===== config.mk =====
export PLATFORM = sky130hd
export DESIGN_NAME = uart_receiver
export DESIGN_NICKNAME = d
export VERILOG_FILES = /design/src/rtl/uart_receiver.sv
export SDC_FILE = /design/constraint.sdc
export NUM_CORES = 1
export LEC_CHECK = 0
export CORE_ASPECT_RATIO = 0.6
export CORE_MARGIN = 2
export CORE_UTILIZATION = 50
export CTS_CLUSTER_DIAMETER = 60
export DETAILED_ROUTE_END_ITERATION = 10
export GPL_ROUTABILITY_DRIVEN = 0
export PLACE_DENSITY = 0.8
export SKIP_LAST_GASP = 1
export SLEW_MARGIN = 20
export SYNTH_ARGS = -nofsm -noshare
export SYNTH_HDL_FRONTEND = slang
export SYNTH_SLANG_ARGS = --single-unit

===== constraint.sdc =====
create_clock -name bclk -period 4.7 [get_ports bclk]
set_clock_uncertainty 0.05 [all_clocks]
set_input_delay 0.94 -clock bclk [delete_from_list [all_inputs] [get_ports bclk]]
set_output_delay 0.94 -clock bclk [all_outputs]
set_load 0.05 [all_outputs]

===== src/rtl/uart_receiver.sv =====
// rtl/uart_receiver.sv - 8N1 UART receiver with oversampling, receiver hold register and error flags
//
// Recovers bytes from an oversampled 8N1 serial line. The start bit is
// validated at its midpoint; from there every data bit and the stop bit are
// sampled one full bit period apart, which lands each sample near a bit centre.
//
// Ports:
//   bclk        oversample clock, SPB cycles per serial bit
//   reset       asynchronous active-low reset
//   rx_in       serial line, idle high
//   rd          host read strobe, consumes the hold register
//   d_out       receiver hold register contents
//   rx_ready    hold register holds an unread byte
//   rx_busy     a frame is being received
//   frame_err   sticky, stop bit sampled low
//   overrun_err sticky, byte completed while the previous one was unread

module uart_receiver #(
    parameter int SPB = 16
) (
    input  logic       bclk,
    input  logic       reset,
    input  logic       rx_in,
    input  logic       rd,
    output logic [7:0] d_out,
    output logic       rx_ready,
    output logic       rx_busy,
    output logic       frame_err,
    output logic       overrun_err
);

    localparam int CW = $clog2(SPB);

    localparam logic [1:0] IDLE  = 2'd0;
    localparam logic [1:0] START = 2'd1;
    localparam logic [1:0] DATA  = 2'd2;
    localparam logic [1:0] STOP  = 2'd3;

    localparam logic [CW-1:0] HALF_LAST = CW'(SPB / 2 - 1);
    localparam logic [CW-1:0] FULL_LAST = CW'(SPB - 1);

    logic          sync_1;
    logic          rx_s;
    logic [1:0]    state;
    logic [CW-1:0] cnt;
    logic [2:0]    bit_idx;
    logic [7:0]    shreg;

    logic stop_sample;
    logic load;
    logic stop_bad;

    // Stop bit is judged at its centre; the FSM returns to IDLE right away so a
    // following start edge is not missed even if the sender's clock runs fast.
    assign stop_sample = (state == STOP) && (cnt == FULL_LAST);
    assign load        = stop_sample && rx_s;
    assign stop_bad    = stop_sample && !rx_s;
    assign rx_busy     = (state != IDLE);

    // Two-flop synchronizer; idles high so reset does not look like a start bit.
    always_ff @(posedge bclk or negedge reset) begin
        if (!reset) begin
            sync_1 <= 1'b1;
            rx_s   <= 1'b1;
        end else begin
            sync_1 <= rx_in;
            rx_s   <= sync_1;
        end
    end

    always_ff @(posedge bclk or negedge reset) begin
        if (!reset) begin
            state   <= IDLE;
            cnt     <= '0;
            bit_idx <= '0;
            shreg   <= '0;
        end else begin
            case (state)
                IDLE: begin
                    cnt <= '0;
                    if (!rx_s) begin
                        state <= START;
                    end
                end
                START: begin
                    if (cnt == HALF_LAST) begin
                        cnt <= '0;
                        // A line that is high again by mid start bit was a glitch.
                        if (!rx_s) begin
                            state   <= DATA;
                            bit_idx <= '0;
                        end else begin
                            state <= IDLE;
                        end
                    end else begin
                        cnt <= cnt + 1'b1;
                    end
                end
                DATA: begin
                    if (cnt == FULL_LAST) begin
                        cnt     <= '0;
                        // LSB arrives first, so shifting right leaves d0 in bit 0.
                        shreg   <= {rx_s, shreg[7:1]};
                        bit_idx <= bit_idx + 1'b1;
                        if (bit_idx == 3'd7) begin
                            state <= STOP;
                        end
                    end else begin
                        cnt <= cnt + 1'b1;
                    end
                end
                default: begin
                    if (cnt == FULL_LAST) begin
                        cnt   <= '0;
                        state <= IDLE;
                    end else begin
                        cnt <= cnt + 1'b1;
                    end
                end
            endcase
        end
    end

    // Host-side hold register and flags. A load in the same cycle as rd takes
    // priority for rx_ready: the host read the old byte, the new one is unread.
    always_ff @(posedge bclk or negedge reset) begin
        if (!reset) begin
            d_out       <= '0;
            rx_ready    <= 1'b0;
            frame_err   <= 1'b0;
            overrun_err <= 1'b0;
        end else begin
            if (load) begin
                d_out <= shreg;
            end

            if (load) begin
                rx_ready <= 1'b1;
            end else if (rd) begin
                rx_ready <= 1'b0;
            end

            if (stop_bad) begin
                frame_err <= 1'b1;
            end else if (rd) begin
                frame_err <= 1'b0;
            end

            if (load && rx_ready && !rd) begin
                overrun_err <= 1'b1;
            end else if (rd) begin
                overrun_err <= 1'b0;
            end
        end
    end

endmodule


==> flow_summary.toml <==
[clock_tree]
cts_tree = "done"
h-tree-depth = 2
insertion_delay_ns = 0.27
postCtsSetupBuffers = 0
cts_buffers = 5
cts.sinks = 30
clockRootBuffer = "clkbuf_8"
path_clk_slew_ns = 0.06
cts.repair.resized = 0
hold_buffers = 0
clock_path_buffers = 2

[die]
initial_core_util_pct = 51.3
ios = 16
die_w_um = 68.7
chipHeight_um = 42.8
coreArea_mm2 = 0.00245
fp-row-count = 14
fp.dieArea_mm2 = 0.00295

[setup_path]
arrival_ns = 1.81
required_ns = 3.71
critPathMaxStageDelay_ns = 0.70
cp_cell_sequence = "or2_2 -> clkdlybuf4s50_1"
cp_slowest_cell = "clkdlybuf4s50_1"
path_max_fanout = 11
critPathBufInv = 1
start_kind = "flop"
cp-end-kind = "output pin"
crit_family = "buffers and inverters"
critical_path_class = "flop to output pin"

[grt]
grt_max_degree = 31
grt_pass1_vias = 775
grt_use_total_pct = 17.1
globalRouteOverflowTotal = 0
grt_pass1_wl_um = 3530
grt_antenna_before_repair = 0

[logic_synthesis]
async_flop_share_pct = 100
synthesis.area_mm2 = 0.00126
synth_area_leaders = "dfrtp_1, mux2_2, dfstp_2"
synth_area_per_cell_um2 = 13.8
synth_top_area_cell = "dfrtp_1"
ys_warn_count = 0
syn_inst = 91
synthDistinctLibCells = 33
synth_edf_count = 0
ys_ff_latch = 30
synth_top_area_share_pct = 55.7
ys_seq_area_share_pct = 59.9
synth_nets = 98
synth_top_flop_cell = "dfrtp_1"

[timing]
worst_pin_slew_ns = 0.798
tns_ns = 0
min_period_over_period_pct = 59.5
final_hold_viol_count = 0
relSlewSlack_pct = 46.6
slew_violations = 0
finalSetupViolCount = 0
setup_ws_ns = 1.90
min_period_ns = 2.80
fmax_mhz = 357
holdWs_ns = 0.309
rsz0062_at_grt = "false"

[final_layout]
syn_to_final_growth_pct = 21.3
mostFrequentLayoutCells = "dfrtp_1, mux2_2, clkdlybuf4s50_1"
nets = 117
fin_area_mm2 = 0.00153
final_common_cell = "dfrtp_1"
fillerInstances = 183
diodes = 0
drive_above_1_share_pct = 29.7

[routing]
dr.pass1.iters = 5
totalWireLength_um = 2040
vias_per_cell = 5.43
wl_per_cell_um = 14.3
antenna_left = 0
drtIter0Drc = 21
num_vias = 777
drc_errors = 0

[placement]
numPortBuffers = 15
placed_area_mm2 = 0.00143
place_hpwl_um = 1410
pre_cts_ws_ns = 2.21

[run_status]
outcome = "finished, final reports clean"

[power_and_ir_drop]
power.density_mw_per_mm2 = 452
total_power_mw = 0.690
power.leakage_nw = 0.723
irDropWorstVdd_v = 0.000291

[job]
maxCapViolations = 0

[min_path]
hp-class = "flop to flop"
-- worst reg2reg max path, stage by stage (launching register included) --
cell,delay [ns]
dfrtp_1,0.41
ha_1,0.32
nand2_1,0.15
nor2_1,0.65
mux2_2,0.42
-- synthesized netlist by cell type, types with 2 or more instances --
| cell type | number |
|---|---|
| o21ai_0 | 2 |
| mux2_2 | 16 |
| and2_1 | 2 |
| a31oi_1 | 2 |
| a21o_1 | 2 |
| dfrtp_1 | 28 |
| a22o_2 | 2 |
| or2_2 | 2 |
| dfstp_2 | 2 |
| a22o_1 | 2 |
| buf_2 | 2 |
| a21oi_1 | 2 |
| nand2_1 | 4 |
| inv_1 | 2 |
| ha_1 | 3 |
-- final timing paths --
path | depth (start not counted) | to | startpoint | slack [ns]
min | 0 | rx_s | sync_1 | 0.31
min in group asynchronous | 2 | bit_idx[2] | reset | 1.00
max reg2reg | 4 | shreg[1] | cnt[0] | 2.58
max in group asynchronous | 2 | rx_s | reset | 3.29
max | 2 | rx_busy | state[1] | 1.90
min reg2reg | 0 | rx_s | sync_1 | 0.31
-- cell families (layout without fill, tap and decap cells) --
group	after synthesis	in the layout	synth area share (%)
XOR/XNOR	1	1	0.697
multiplexers	17	17	15.5
AND/OR/NAND/NOR	19	19	9.55
adder cells (fa/ha/maj)	3	3	2.99
AO/OA/AOI/OAI	15	15	8.76
flip-flops	30	30	59.9
buffers and inverters	6	26	2.59
-- per-stage QoR --
step	std cells	utilization [%]
after floorplan	91	-
after global placement	135	58.3
after detailed placement	135	58.3
after CTS	143	62.2
after global routing	143	62.2
final	143	62.2
-- final cells by class --
type / count / area, um2 / share of cell area (%)
repair buffers: 16 / 158 / 10.3
clock inverters: 2 / 12.5 / 0.820
multi-input cells: 55 / 472 / 30.9
well taps: 32 / 40.0 / 2.63
inverters: 2 / 7.51 / 0.492
flip-flops and latches: 30 / 753 / 49.4
clock buffers: 6 / 82.6 / 5.41
-- routing by layer --
layer	up-vias	track usage (%)	part of all wire, %
li1	362	-	-
met1	383	22.3	46
met2	30	25.2	45
met3	2	9.28	7.8
met4	0	3.92	0.49
met5	-	0	0
-- state kept, by name (all words and copies together), names as in the netlist --
name / flops
d_out: 8
rx_s: 1
bit_idx: 3
overrun_err: 1
state: 2
rx_ready: 1
cnt: 4
shreg: 8
sync_1: 1
frame_err: 1
-- power by group --
group          leakage (nW)  switching [mW]  internal [mW]
registers             0.399          0.0534          0.293
clock network        0.0472          0.0883          0.117
logic                 0.277          0.0661         0.0719
total                 0.723           0.208          0.482
(Power assumes the default switching activity.)
